`config.mk`:
```
export PLATFORM = sky130hd
export DESIGN_NAME = stack_port_arbiter_flat
export DESIGN_NICKNAME = d
export VERILOG_FILES = /design/src/rtl/stack_port_arbiter_if.sv /design/src/rtl/stack_port_arbiter.sv /design/src/flat_wrapper.sv
export SDC_FILE = /design/constraint.sdc
export NUM_CORES = 1
export LEC_CHECK = 0
export ABC_AREA = 1
export ABC_CLOCK_PERIOD_IN_PS = 3200
export CAP_MARGIN = 25
export CORE_AREA = 2 2 72 67
export DETAILED_ROUTE_END_ITERATION = 7
export DIE_AREA = 0 0 74 69
export PLACE_DENSITY = 0.84
export SLEW_MARGIN = 40
export SYNTH_ARGS = -nofsm -noshare
export SYNTH_HDL_FRONTEND = slang
export SYNTH_SLANG_ARGS = --single-unit
```
`constraint.sdc`:
```
create_clock -name clk -period 3.2 [get_ports clk]
set_clock_uncertainty 0.05 [all_clocks]
set_input_delay 0.64 -clock clk [delete_from_list [all_inputs] [get_ports clk]]
set_output_delay 0.64 -clock clk [all_outputs]
set_load 0.02 [all_outputs]
```
`src/rtl/stack_port_arbiter_if.sv`:
```
// Bundle between the stack arbiter, its two requesters, the stack RAM and status observers.
// slave is the arbiter's view; master is the view of the surrounding logic.
interface stack_port_arbiter_if #(
   parameter int DATA_W = 8,
   parameter int ADDR_W = 7
);
   logic              req0_valid;
   logic              req0_pop;
   logic [DATA_W-1:0] req0_wdata;
   logic              req0_done;
   logic              req1_valid;
   logic              req1_pop;
   logic [DATA_W-1:0] req1_wdata;
   logic              req1_done;
   logic [DATA_W-1:0] rsp_rdata;
   logic              rsp_err;
   logic [ADDR_W-1:0] mem_addr;
   logic              mem_we;
   logic              mem_re;
   logic [DATA_W-1:0] mem_wdata;
   logic [DATA_W-1:0] mem_rdata;
   logic [ADDR_W:0]   sp;
   logic              empty;
   logic              full;
   logic              busy;
   logic [ADDR_W:0]   max_depth;

   modport slave (
      input  req0_valid, req0_pop, req0_wdata,
      input  req1_valid, req1_pop, req1_wdata,
      output req0_done, req1_done,
      output rsp_rdata, rsp_err,
      output mem_addr, mem_we, mem_re, mem_wdata,
      input  mem_rdata,
      output sp, empty, full, busy, max_depth
   );

   modport master (
      output req0_valid, req0_pop, req0_wdata,
      output req1_valid, req1_pop, req1_wdata,
      input  req0_done, req1_done,
      input  rsp_rdata, rsp_err,
      input  mem_addr, mem_we, mem_re, mem_wdata,
      output mem_rdata,
      input  sp, empty, full, busy, max_depth
   );
endinterface

```
`src/rtl/stack_port_arbiter.sv`:
```
// Two-requester round-robin controller for a single-port LIFO RAM with 1-cycle read latency.
// Optional STACK_WATERMARK_EN adds a high-water-mark register on max_depth (tied to 0 otherwise).
module stack_port_arbiter #(
   parameter int DATA_W = 8,
   parameter int ADDR_W = 7
) (
   input  logic                 clk,
   input  logic                 rst_n,
   stack_port_arbiter_if.slave  bus
);
   localparam logic [ADDR_W:0] DEPTH_SP = (ADDR_W+1)'(2**ADDR_W);

   typedef enum logic [2:0] {IDLE, PUSH, POP, POP_WAIT, RESP} state_t;

   state_t            r_state, w_state_next;
   logic [ADDR_W:0]   r_sp, w_sp_next;
   logic              r_last_grant, w_last_grant_next;
   logic              r_grant, w_grant_next;
   logic [DATA_W-1:0] r_wdata, w_wdata_next;
   logic [DATA_W-1:0] r_rdata, w_rdata_next;
   logic              r_err, w_err_next;

   logic [1:0]        w_valid;
   logic              w_winner;
   logic              w_win_pop;
   logic [DATA_W-1:0] w_win_wdata;
   logic              w_empty;
   logic              w_full;
   logic [ADDR_W:0]   w_sp_inc;
   logic [ADDR_W-1:0] w_pop_addr;
   logic [1:0]        w_done;

   assign w_valid     = {bus.req1_valid, bus.req0_valid};
   // On a tie the requester that did not win last time goes next.
   assign w_winner    = (&w_valid) ? ~r_last_grant : w_valid[1];
   assign w_win_pop   = w_winner ? bus.req1_pop   : bus.req0_pop;
   assign w_win_wdata = w_winner ? bus.req1_wdata : bus.req0_wdata;
   assign w_empty     = (r_sp == '0);
   assign w_full      = (r_sp == DEPTH_SP);
   assign w_sp_inc    = r_sp + 1'b1;
   // Low bits minus one also yield DEPTH-1 correctly when sp == DEPTH.
   assign w_pop_addr  = r_sp[ADDR_W-1:0] - ADDR_W'(1);

   always_ff @(posedge clk or negedge rst_n) begin
      if (!rst_n) begin
         r_state      <= IDLE;
         r_sp         <= '0;
         r_last_grant <= 1'b1;
         r_grant      <= 1'b0;
         r_wdata      <= '0;
         r_rdata      <= '0;
         r_err        <= 1'b0;
      end else begin
         r_state      <= w_state_next;
         r_sp         <= w_sp_next;
         r_last_grant <= w_last_grant_next;
         r_grant      <= w_grant_next;
         r_wdata      <= w_wdata_next;
         r_rdata      <= w_rdata_next;
         r_err        <= w_err_next;
      end
   end

   always_comb begin
      w_state_next      = r_state;
      w_sp_next         = r_sp;
      w_last_grant_next = r_last_grant;
      w_grant_next      = r_grant;
      w_wdata_next      = r_wdata;
      w_rdata_next      = r_rdata;
      w_err_next        = r_err;
      case (r_state)
         IDLE: begin
            if (|w_valid) begin
               w_last_grant_next = w_winner;
               w_grant_next      = w_winner;
               w_wdata_next      = w_win_wdata;
               if (!w_win_pop && w_full) begin
                  w_err_next   = 1'b1;
                  w_state_next = RESP;
               end else if (w_win_pop && w_empty) begin
                  w_err_next   = 1'b1;
                  w_rdata_next = '0;
                  w_state_next = RESP;
               end else if (w_win_pop) begin
                  w_state_next = POP;
               end else begin
                  w_state_next = PUSH;
               end
            end
         end
         PUSH: begin
            w_sp_next    = w_sp_inc;
            w_err_next   = 1'b0;
            w_state_next = RESP;
         end
         POP: begin
            w_sp_next    = r_sp - 1'b1;
            w_state_next = POP_WAIT;
         end
         POP_WAIT: begin
            w_rdata_next = bus.mem_rdata;
            w_err_next   = 1'b0;
            w_state_next = RESP;
         end
         RESP: begin
            w_state_next = IDLE;
         end
         default: begin
            w_state_next = IDLE;
         end
      endcase
   end

   generate
      for (genvar gi = 0; gi < 2; gi++) begin : g_done
         assign w_done[gi] = (r_state == RESP) && (r_grant == 1'(gi));
      end
   endgenerate

   assign bus.req0_done = w_done[0];
   assign bus.req1_done = w_done[1];
   assign bus.rsp_rdata = r_rdata;
   assign bus.rsp_err   = r_err;

   // RAM strobes come straight from the state register, so they can never overlap.
   assign bus.mem_we    = (r_state == PUSH);
   assign bus.mem_re    = (r_state == POP);
   assign bus.mem_addr  = (r_state == PUSH) ? r_sp[ADDR_W-1:0] :
                          (r_state == POP)  ? w_pop_addr : '0;
   assign bus.mem_wdata = (r_state == PUSH) ? r_wdata : '0;

   assign bus.sp    = r_sp;
   assign bus.empty = w_empty;
   assign bus.full  = w_full;
   assign bus.busy  = (r_state != IDLE);

`ifdef STACK_WATERMARK_EN
   logic [ADDR_W:0] r_max_depth;

   always_ff @(posedge clk or negedge rst_n) begin
      if (!rst_n) begin
         r_max_depth <= '0;
      end else if ((r_state == PUSH) && (w_sp_inc > r_max_depth)) begin
         r_max_depth <= w_sp_inc;
      end
   end

   assign bus.max_depth = r_max_depth;
`else
   assign bus.max_depth = '0;
`endif
endmodule

```
`src/flat_wrapper.sv`:
```
// flat-port wrapper written by rule: the top's interface ports become plain ports
module stack_port_arbiter_flat 
#(
   parameter int DATA_W = 8,
   parameter int ADDR_W = 7
)
  (clk, rst_n, bus_req0_valid, bus_req0_pop, bus_req0_wdata, bus_req1_valid, bus_req1_pop, bus_req1_wdata, bus_req0_done, bus_req1_done, bus_rsp_rdata, bus_rsp_err, bus_mem_addr, bus_mem_we, bus_mem_re, bus_mem_wdata, bus_mem_rdata, bus_sp, bus_empty, bus_full, bus_busy, bus_max_depth);
  stack_port_arbiter_if #(.DATA_W(DATA_W), .ADDR_W(ADDR_W)) bus_i ();
  input  logic clk;
  input  logic rst_n;
  input wire logic [$bits(bus_i.req0_valid)-1:0] bus_req0_valid;
  input wire logic [$bits(bus_i.req0_pop)-1:0] bus_req0_pop;
  input wire logic [$bits(bus_i.req0_wdata)-1:0] bus_req0_wdata;
  input wire logic [$bits(bus_i.req1_valid)-1:0] bus_req1_valid;
  input wire logic [$bits(bus_i.req1_pop)-1:0] bus_req1_pop;
  input wire logic [$bits(bus_i.req1_wdata)-1:0] bus_req1_wdata;
  output wire logic [$bits(bus_i.req0_done)-1:0] bus_req0_done;
  output wire logic [$bits(bus_i.req1_done)-1:0] bus_req1_done;
  output wire logic [$bits(bus_i.rsp_rdata)-1:0] bus_rsp_rdata;
  output wire logic [$bits(bus_i.rsp_err)-1:0] bus_rsp_err;
  output wire logic [$bits(bus_i.mem_addr)-1:0] bus_mem_addr;
  output wire logic [$bits(bus_i.mem_we)-1:0] bus_mem_we;
  output wire logic [$bits(bus_i.mem_re)-1:0] bus_mem_re;
  output wire logic [$bits(bus_i.mem_wdata)-1:0] bus_mem_wdata;
  input wire logic [$bits(bus_i.mem_rdata)-1:0] bus_mem_rdata;
  output wire logic [$bits(bus_i.sp)-1:0] bus_sp;
  output wire logic [$bits(bus_i.empty)-1:0] bus_empty;
  output wire logic [$bits(bus_i.full)-1:0] bus_full;
  output wire logic [$bits(bus_i.busy)-1:0] bus_busy;
  output wire logic [$bits(bus_i.max_depth)-1:0] bus_max_depth;
  assign bus_i.req0_valid = bus_req0_valid;
  assign bus_i.req0_pop = bus_req0_pop;
  assign bus_i.req0_wdata = bus_req0_wdata;
  assign bus_i.req1_valid = bus_req1_valid;
  assign bus_i.req1_pop = bus_req1_pop;
  assign bus_i.req1_wdata = bus_req1_wdata;
  assign bus_req0_done = bus_i.req0_done;
  assign bus_req1_done = bus_i.req1_done;
  assign bus_rsp_rdata = bus_i.rsp_rdata;
  assign bus_rsp_err = bus_i.rsp_err;
  assign bus_mem_addr = bus_i.mem_addr;
  assign bus_mem_we = bus_i.mem_we;
  assign bus_mem_re = bus_i.mem_re;
  assign bus_mem_wdata = bus_i.mem_wdata;
  assign bus_i.mem_rdata = bus_mem_rdata;
  assign bus_sp = bus_i.sp;
  assign bus_empty = bus_i.empty;
  assign bus_full = bus_i.full;
  assign bus_busy = bus_i.busy;
  assign bus_max_depth = bus_i.max_depth;
  stack_port_arbiter #(.DATA_W(DATA_W), .ADDR_W(ADDR_W)) u_core (.clk(clk), .rst_n(rst_n), .bus(bus_i));
endmodule
```
### Word-level counts from Yosys, hierarchy flattened

Index checks and enable logic that the tools add are counted.

| word-level totals | value |
|---|---|
| flip-flop bits (word level) | 30 |
| input port bits | 30 |
| output and inout port bits | 47 |

| cells by class | value |
|---|---|
| add/subtract/negate cells | 3 |
| equality and inequality tests | 9 |
| mux-type cells | 20 |
| bitwise operators | 2 |
| reductions and logical operators | 17 |

Operators with widths:

| cell | count |
|---|---|
| 2-to-1 mux 8 bit | 5 |
| case mux 8 bit (2 select lines) | 2 |
| 2-to-1 mux 7 bit | 2 |
| 2-to-1 mux 3 bit | 3 |
| case mux 3 bit (3 select lines) | 1 |
| adder 8 x 1 -> 8 bit, second input constant | 1 |
| == test 8 bit, second input constant | 1 |
| logical NOT 8 bit | 1 |
| subtractor 8 x 1 -> 8 bit, second input constant | 1 |
| subtractor 7 x 1 -> 7 bit, second input constant | 1 |
| == test 3 x 2 -> 1 bit, second input constant | 2 |
| nonzero test 2 bit | 3 |
| 2-to-1 mux 1 bit | 5 |
| logical AND 1 bit | 4 |
| != test 2 x 1 -> 1 bit, second input constant | 2 |
| AND reduction 2 bit | 2 |
| AND reduction 4 bit | 1 |
| OR reduction 2 bit | 2 |
| == test 3 x 1 -> 1 bit, second input constant | 1 |
| == test 3 bit, second input constant | 1 |
| logical NOT 3 bit | 1 |
| != test 3 x 1 -> 1 bit, second input constant | 1 |
| AND reduction 3 bit | 1 |
| nonzero test 3 bit | 1 |
| other kinds (5) | 6 |

### Longest topological paths before layout

Gate-level depths: netlist of the first run.

| depth | value |
|---|---|
| depth after elaboration | 8 |
| gate-level depth with buffers | 12 |
| mapped depth without buffers | 12 |

### Worst setup path before layout of the first run

No wires, ideal clock.

| timing path | value |
|---|---|
| path type | reg-to-output |
| from | register u_core.r_sp[0], in the netlist u_core.bus.sp[0] |
| to | output port bus_mem_addr[4] |
| arrival | 1.469 ns |
| required time | 2.510 ns |
| slack | 1.041 ns |
| stages on the path, launching flop included | 8 |
| path through | dfrtp_1 > inv_1 > ha_1 > inv_1 > nor2_1 > nand2_1 > a21oi_1 > a21oi_1 |

| on the way | value |
|---|---|
| cells in the longest elaborated chain, start to end | 3 |

Ends and longest elaborated chain:

| what | RTL line | text |
|---|---|---|
| start, declared | stack_port_arbiter.sv:16 | `logic [ADDR_W:0] r_sp, w_sp_next;` |
| start signal, assigned | stack_port_arbiter.sv:55 | `r_sp <= w_sp_next;` |
| subtractor 7 x 1 -> 7 bit | stack_port_arbiter.sv:42 | `assign w_pop_addr = r_sp[ADDR_W-1:0] - ADDR_W'(1);` |
| 2-to-1 mux 7 bit | stack_port_arbiter.sv:130 | `(r_state == POP) ? w_pop_addr : '0;` |
| 2-to-1 mux 7 bit | stack_port_arbiter.sv:129 | `assign bus.mem_addr = (r_state == PUSH) ? r_sp[ADDR_W-1:0] :` |
| end, declared | flat_wrapper.sv:21 | `output wire logic [$bits(bus_i.mem_addr)-1:0] bus_mem_addr;` |

Every way passes these cells.

### Worst setup path after layout of the first run

| timing path | value |
|---|---|
| from | register u_core.r_sp[0], in the netlist u_core.bus.sp[0] |
| to | output port bus_empty |

| on the way | value |
|---|---|
| cells in the longest elaborated chain, start to end | 1 |

Ends and longest elaborated chain:

| what | RTL line | text |
|---|---|---|
| logical NOT 8 bit | stack_port_arbiter.sv:38 | `assign w_empty = (r_sp == '0);` |
| end, declared | flat_wrapper.sv:27 | `output wire logic [$bits(bus_i.empty)-1:0] bus_empty;` |

Every way passes these cells.

==> results of run 1 <==
[worst paths after layout]
path	cells after the start	end	from	slack (ns)
max in group asynchronous	2	u_core.r_last_grant	rst_n	2.07
min in group asynchronous	2	u_core.bus.rsp_rdata[4]	rst_n	0.71
worst min-delay path	2	u_core.bus.rsp_rdata[4]	u_core.bus.rsp_rdata[4]	0.42
worst min register to register	2	u_core.bus.rsp_rdata[4]	u_core.bus.rsp_rdata[4]	0.42
worst max-delay path	7	bus_empty	u_core.bus.sp[0]	0.36
worst max register to register	12	u_core.bus.sp[7]	u_core.r_state[2]	1.13
[placed cells by master, fill, tap and decap left out, types with 2 or more instances in the layout]
| cell | n |
|---|---|
| nand2_1 | 76 |
| clkdlybuf4s50_1 | 68 |
| inv_1 | 38 |
| dfrtp_1 | 29 |
| nor2_1 | 25 |
| nand3_1 | 20 |
| o21ai_0 | 14 |
| a21oi_1 | 9 |
| o22ai_1 | 8 |
| ha_1 | 8 |
| conb_1 | 8 |
| clkbuf_8 | 6 |
| inv_2 | 4 |
| nor2_4 | 3 |
| nand3b_1 | 3 |
| o21ai_1 | 3 |
| nand3_4 | 2 |
| nand2_4 | 2 |
| nor3_1 | 2 |
| o21ai_2 | 2 |
| nand4_1 | 2 |
| xnor2_1 | 2 |
[registers in the layout, summed over array words and instances (netlist names)]
signal,count
u_core.r_wdata,8
u_core.r_state,3
u_core.bus.rsp_err,1
u_core.bus.rsp_rdata,8
u_core.bus.sp,8
u_core.r_grant,1
u_core.r_last_grant,1
[power by group through the flow]
stage / Clock (W) / Sequential [W] / Combinational [W]
after floorplan: 0 / 0.000743 / 0.00103
after global placement: 0 / 0.000663 / 0.00163
after detailed placement: 0 / 0.000671 / 0.00166
after CTS: 0.000326 / 0.000664 / 0.00167
after global routing: 0.000342 / 0.000683 / 0.00185
final: 0.000315 / 0.000667 / 0.00167
[stage by stage]
stage	total power (W)	utilization	setup WS, ns	area, um^2	std cells
floorplan	0.00177	-	1.04	2040	280
global route	0.00288	0.646	0.198	2810	408
finish	0.00265	0.646	0.363	2810	408
detailed placement	0.00233	0.625	0.659	2720	400
global placement	0.00229	0.625	0.707	2720	400
CTS	0.00266	0.646	0.341	2810	408
[worst register-to-register path, stage by stage, from the launching register on]
cell	delay, ns
dfrtp_1	0.43
inv_2	0.10
nand3_4	0.17
clkinv_4	0.15
ha_1	0.38
nand3_1	0.12
nand3_1	0.17
nand2_1	0.13
nand2_1	0.05
nand2_1	0.07
nand2_1	0.06
nand2_1	0.05
nand2_1	0.04
[cells by family after synthesis]
group,Yosys count,share of synthesized area
xor+xnor,3,0.0131
fa+ha+maj,9,0.0597
simple gates,137,0.312
compound gates,39,0.114
flops,30,0.374
other cells,1,0.00186
buf+inv,54,0.126
[layout make-up]
| cell class | instances | area [um^2] | area share |
|---|---|---|---|
| Multi-Input combinational cell | 196 | 1030 | 0.368 |
| Sequential cell | 30 | 752 | 0.268 |
| Timing Repair Buffer | 69 | 688 | 0.245 |
| Inverter | 43 | 166 | 0.0592 |
| Clock buffer | 7 | 86.3 | 0.0307 |
| Tap cell | 62 | 77.6 | 0.0276 |
| Clock inverter | 1 | 5.00 | 0.00178 |
[per-layer routing]
| layer | vias up | global-route usage |
|---|---|---|
| li1 | 996 | - |
| met1 | 893 | 0.267 |
| met2 | 62 | 0.331 |
| met3 | 14 | 0.0526 |
| met4 | 0 | 0.0889 |
| met5 | - | 0 |
[Yosys cell counts (3+ instances only)]
master,count
buf_4,8
ha_1,8
nor2_1,25
inv_1,38
dfrtp_1,29
a21oi_1,9
nand3b_1,3
inv_2,4
nand2_1,76
o21ai_0,14
nor2_4,3
o21ai_1,3
nand3_1,20
o22ai_1,8
==> out/results.ini, run 1 <==
[floorplan]
die_x_um=74
core_area_um2=4350
initial_utilization=0.463
die_y_um=69
pin_count=77
dieArea_um2=5110
fp-row-count=23

[timing]
hold_slack_ns=0.417
clock.fmax_ghz=0.352
setup_violations=0
final-max-slew-violation-count=0
finalHoldViolCount=0
fin_crit_ns=2.84
finalCritPeriodShare=0.887
tns_ns=0
grt_setup_unrepaired=no

[finish]
num-nets-final=384
fillers=388
diodes=0
syn2layout_area_growth_pct=39.5
drive_above_1_share=0.0780

[synth]
syn_area_per_cell_um2=7.37
async_flop_share=1.00
yosysSeqAreaShare=0.374
synth_cell_types=32
yosys.area.top_type_share=0.360
syn_inst=273
yosys.area.top_type=dfrtp_1
synth_area_um2=2010
yosys-top-cells-area=dfrtp_1, nand2_1, inv_1
synth_ff_type=dfrtp_1
yosys_warnings=0
ys_seq_elements=30
synth_edf_count=0

[detailed_routing]
ant_nets=0
wl_met3_um=294
wl_met1_mm=2.14
wl_met2_mm=2.39
avgRoutedWirePerCell_um=12.1
num_vias=1965
vias_per_cell=4.82
initialDrtViolationCount=104
first_pass_iters=4
drt-total-wl_mm=4.94
drc=0
top_layer_used=met4

[clock_tree]
path_clk_slew_ns=0.06
ctsHoldBuffers=0
cts.sinks=30
cts_tree=built
ctsRootBufferMaster=clkbuf_8
worstSkewPairLatency_ns=0.28
cts_made_buffers=5
htreeDepth=2
postCtsSetupBuffers=0
cts_resized=0
clockBufferDepth=2

[critical_path]
end_kind=output pin
cpPeakStageDelay_ns=0.60
crit_fanout=6
required_ns=2.51
crit_chain=inv_1 > ha_1 > inv_1 > nor2_1 > nand2_1 > inv_1 > clkdlybuf4s50_1
crit_buf_inv=4
critical-path-slowest-cell=clkdlybuf4s50_1
cp-start-kind=flip-flop
crit_type=flip-flop to output pin
cp.arrival_ns=2.15
cp_top_family=buffers and inverters
crit_top_cell=inv_1

[power_and_ir_drop]
peakVddDrop_mv=0.468
pwr-share-clk=0.119
internal_power_w=0.00139
p_leak_nw=1.39
switchingPower_w=0.00126
seqPwrFrac=0.252
comb_power_share=0.630
swShare=0.475
p_per_area_nw_per_um2=944

[min_path]
min_path_type=flip-flop to flip-flop

[grt]
gr-total-overflow=0
grt_max_degree=31
grtUsageTotal=0.209
antenna_found_initial=0
grt_pass1_vias=1869
grt_pass1_wl_mm=8.34

[placement]
port_buffers=68
dp_hpwl_mm=3.85
gp_congestion=0.894

[run_status]
status=finished, final reports clean

[flow_run]
max_cap_viol_count=0

(Power assumes the default switching activity.)
==> inputs of run 2 (changes only) <==
--- a/config.mk
+++ b/config.mk
@@ -5,13 +5,13 @@
 export SDC_FILE = /design/constraint.sdc
 export NUM_CORES = 1
 export LEC_CHECK = 0
-export ABC_AREA = 1
+export ABC_AREA = 0
 export ABC_CLOCK_PERIOD_IN_PS = 3200
 export CAP_MARGIN = 25
-export CORE_AREA = 2 2 72 67
+export CORE_AREA = 2 2 71 66
 export DETAILED_ROUTE_END_ITERATION = 7
-export DIE_AREA = 0 0 74 69
-export PLACE_DENSITY = 0.84
+export DIE_AREA = 0 0 73 68
+export PLACE_DENSITY = 0.83
 export SLEW_MARGIN = 40
 export SYNTH_ARGS = -nofsm -noshare
 export SYNTH_HDL_FRONTEND = slang
==> constraint.sdc (replaced) <==
create_clock -name clk -period 3.2 [get_ports clk]
set_clock_uncertainty 0.05 [all_clocks]
set_input_delay 0.64 -clock clk [delete_from_list [all_inputs] [get_ports clk]]
set_output_delay 0.64 -clock clk [all_outputs]
set_load 0.01 [all_outputs]
==> run 2 against run 1 <==
Net effect: wire length is 11% lower; critical path depth decreased by 1; cell count is 21% lower; die area fell by 2.8%; fmax is 3.5% lower; clock power is 20% higher; worst setup slack worse by 0.10 ns; utilization fell by 2.2 points; clock-buffer cell count fell by 2; worst hold slack better by 0.0070 ns; sequential power increased by 16%; sequential share of layout area up 1.3 points; critical endpoint is now bus_mem_addr[6]; largest power group unchanged; highest routed layer unchanged.
==> out/results.ini, run 2 <==
[timing]
finalHoldViolCount=0
fin_ws_ns=0.259
fin_crit_ns=2.94
maxSlewHeadroom=0.630
clock.fmax_ghz=0.340
tns_ns=0
finalCritPeriodShare=0.919
setup_violations=0
grt_setup_unrepaired=no
final-max-slew-violation-count=0
worst_pin_slew_ns=0.555

[synth]
yosys-top-cells-count=dfrtp_1, nand2_1, o21ai_1
synth_edf_count=0
synth_ff_type=dfrtp_1
yosys.area.top_type=dfrtp_1
syn_inst=201
yosysSeqAreaShare=0.401
yosys.area.top_type_share=0.387
ys_seq_elements=30
yosysMostFrequentCell=dfrtp_1
synth_cell_types=47
synth_area_um2=1880
yosys-top-cells-area=dfrtp_1, o21ai_1, ha_1
yosys_warnings=0
async_flop_share=1.00
syn_area_per_cell_um2=9.33

[clock_tree]
htreeDepth=2
cts_made_buffers=5
worstSkewPairLatency_ns=0.28
clockBufferDepth=2
cts_resized=0
cts_tree=built
path_clk_slew_ns=0.07
postCtsSetupBuffers=0
ctsRootBufferMaster=clkbuf_8
ctsHoldBuffers=0
cts.sinks=30

[placement]
dp_hpwl_mm=3.23
gp_congestion=0.857
port_buffers=68
pre_cts_ws_ns=0.559
dp_cells=314

[critical_path]
crit_buf_inv=2
cpPeakStageDelay_ns=0.55
critical-path-slowest-cell=clkdlybuf4s50_1
cp.arrival_ns=2.25
crit_fanout=11
end_kind=output pin
cp-start-kind=flip-flop
cp_top_family=buffers and inverters
crit_chain=nor2_1 > nand2_1 > inv_2 > nand4_1 > o21ai_1 > clkdlybuf4s50_1
crit_type=flip-flop to output pin
required_ns=2.51

[run_status]
status=finished, final reports clean

[detailed_routing]
first_pass_iters=4
initialDrtViolationCount=87
drt-total-wl_mm=4.38
avgRoutedWirePerCell_um=13.6
vias_per_cell=5.11
drc=0
num_vias=1644
ant_nets=0

[finish]
final_common_cell=clkdlybuf4s50_1
finalNonFillerCells=322
num-nets-final=310
diodes=0
syn2layout_area_growth_pct=42.8
drive_above_1_share=0.0735
final_cell_mix=clkdlybuf4s50_1, dfrtp_1, nand2_1

[floorplan]
initial_utilization=0.437
pin_count=77
die_x_um=73
core_area_um2=4290
dieArea_um2=4960
fp-row-count=23
die_y_um=68

[grt]
grt_pass1_vias=1449
gr-total-overflow=0
grt_max_degree=31
grt_pass1_wl_mm=7.07
antenna_found_initial=0
grtUsageTotal=0.186

[flow_run]
max_cap_viol_count=0

[power_and_ir_drop]
peakVddDrop_mv=0.679
p_per_area_nw_per_um2=1020
p_leak_nw=1.17

[min_path]
min_path_type=flip-flop to flip-flop

## run 2: cell count changes in the layout (fill, tap and decap cells not counted), moves of 9 or more
cell | previous run | this run
nand2_1 | 76 | 24
inv_1 | 38 | 4
o21ai_1 | 3 | 22
nand3_1 | 20 | 2
nor2_1 | 25 | 12
o21ai_0 | 14 | 4
a22o_1 | 0 | 9
## run 2: per-layer routing
metal	vias up	share of wire	GRT usage	routed length (um)
met5	-	0	0	0
met1	730	0.47	0.259	2050
met3	8	0.068	0.0486	296
met2	63	0.45	0.286	1980
li1	843	-	-	-
met4	0	0.012	0.0556	54
## run 2: metrics by stage
| stage | area [um^2] | hold WS, ns | power, W | util |
|---|---|---|---|---|
| 2_1_floorplan | 1900 | 0.294 | 0.00174 | - |
| 3_3_place_gp | 2570 | 0.409 | 0.00234 | 0.599 |
| 3_5_place_dp | 2570 | 0.418 | 0.00237 | 0.599 |
| 4_1_cts | 2680 | 0.432 | 0.00276 | 0.625 |
| 5_1_grt | 2680 | 0.465 | 0.00297 | 0.625 |
| 6_report | 2680 | 0.424 | 0.00274 | 0.625 |
## run 2: cells by family after synthesis
kind of cell	after synthesis	share of synthesized area
AOI/OAI and AO/OA	59	0.202
xor gates and xnor gates	8	0.0374
adders and majority gates	9	0.0640
buffers and inverters	21	0.0640
DFF	30	0.401
muxes	9	0.0547
other	1	0.00200
and+or+nand+nor	64	0.175
## run 2: final timing paths
| kind | from | to | slack [ns] | cells after the start |
|---|---|---|---|---|
| worst max register to register | u_core.r_state[0] | u_core.bus.sp[5] | 0.74 | 9 |
| worst min register to register | u_core.r_wdata[3] | u_core.r_wdata[3] | 0.42 | 2 |
| max in group asynchronous | rst_n | u_core.r_last_grant | 2.06 | 2 |
| worst min-delay path | u_core.r_wdata[3] | u_core.r_wdata[3] | 0.42 | 2 |
| min in group asynchronous | rst_n | u_core.bus.sp[6] | 0.71 | 2 |
| worst max-delay path | u_core.r_state[0] | bus_mem_addr[6] | 0.26 | 6 |
## run 2: final cells by class
| cell class | count | area, um^2 |
|---|---|---|
| repair buffers | 71 | 703 |
| flip-flops and latches | 30 | 752 |
| multi-input cells | 157 | 1030 |
| well taps | 50 | 62.6 |
| inverters | 6 | 22.5 |
| clock buffers | 5 | 68.8 |
| clock inverters | 3 | 40.0 |
| fillers | 360 | 1610 |
## run 2: worst reg2reg max path, cell delays in order (launching register included)
cell and delay (ns):
dfrtp_1 0.46, nor2_1 0.17, nand2_1 0.26, inv_2 0.27, ha_1 0.28, a211oi_1 0.31, o21bai_1 0.12, a21oi_1 0.19
xor2_1 0.16, o21ai_1 0.07
## run 2: power breakdown
part,switching (W),leakage (nW),total [W],internal (W)
Clock,0.000148,0.0579,0.000377,0.000229
Combinational,0.000793,0.729,0.00159,0.000801
Sequential,0.000196,0.379,0.000771,0.000575
Total,0.00114,1.17,0.00274,0.00161
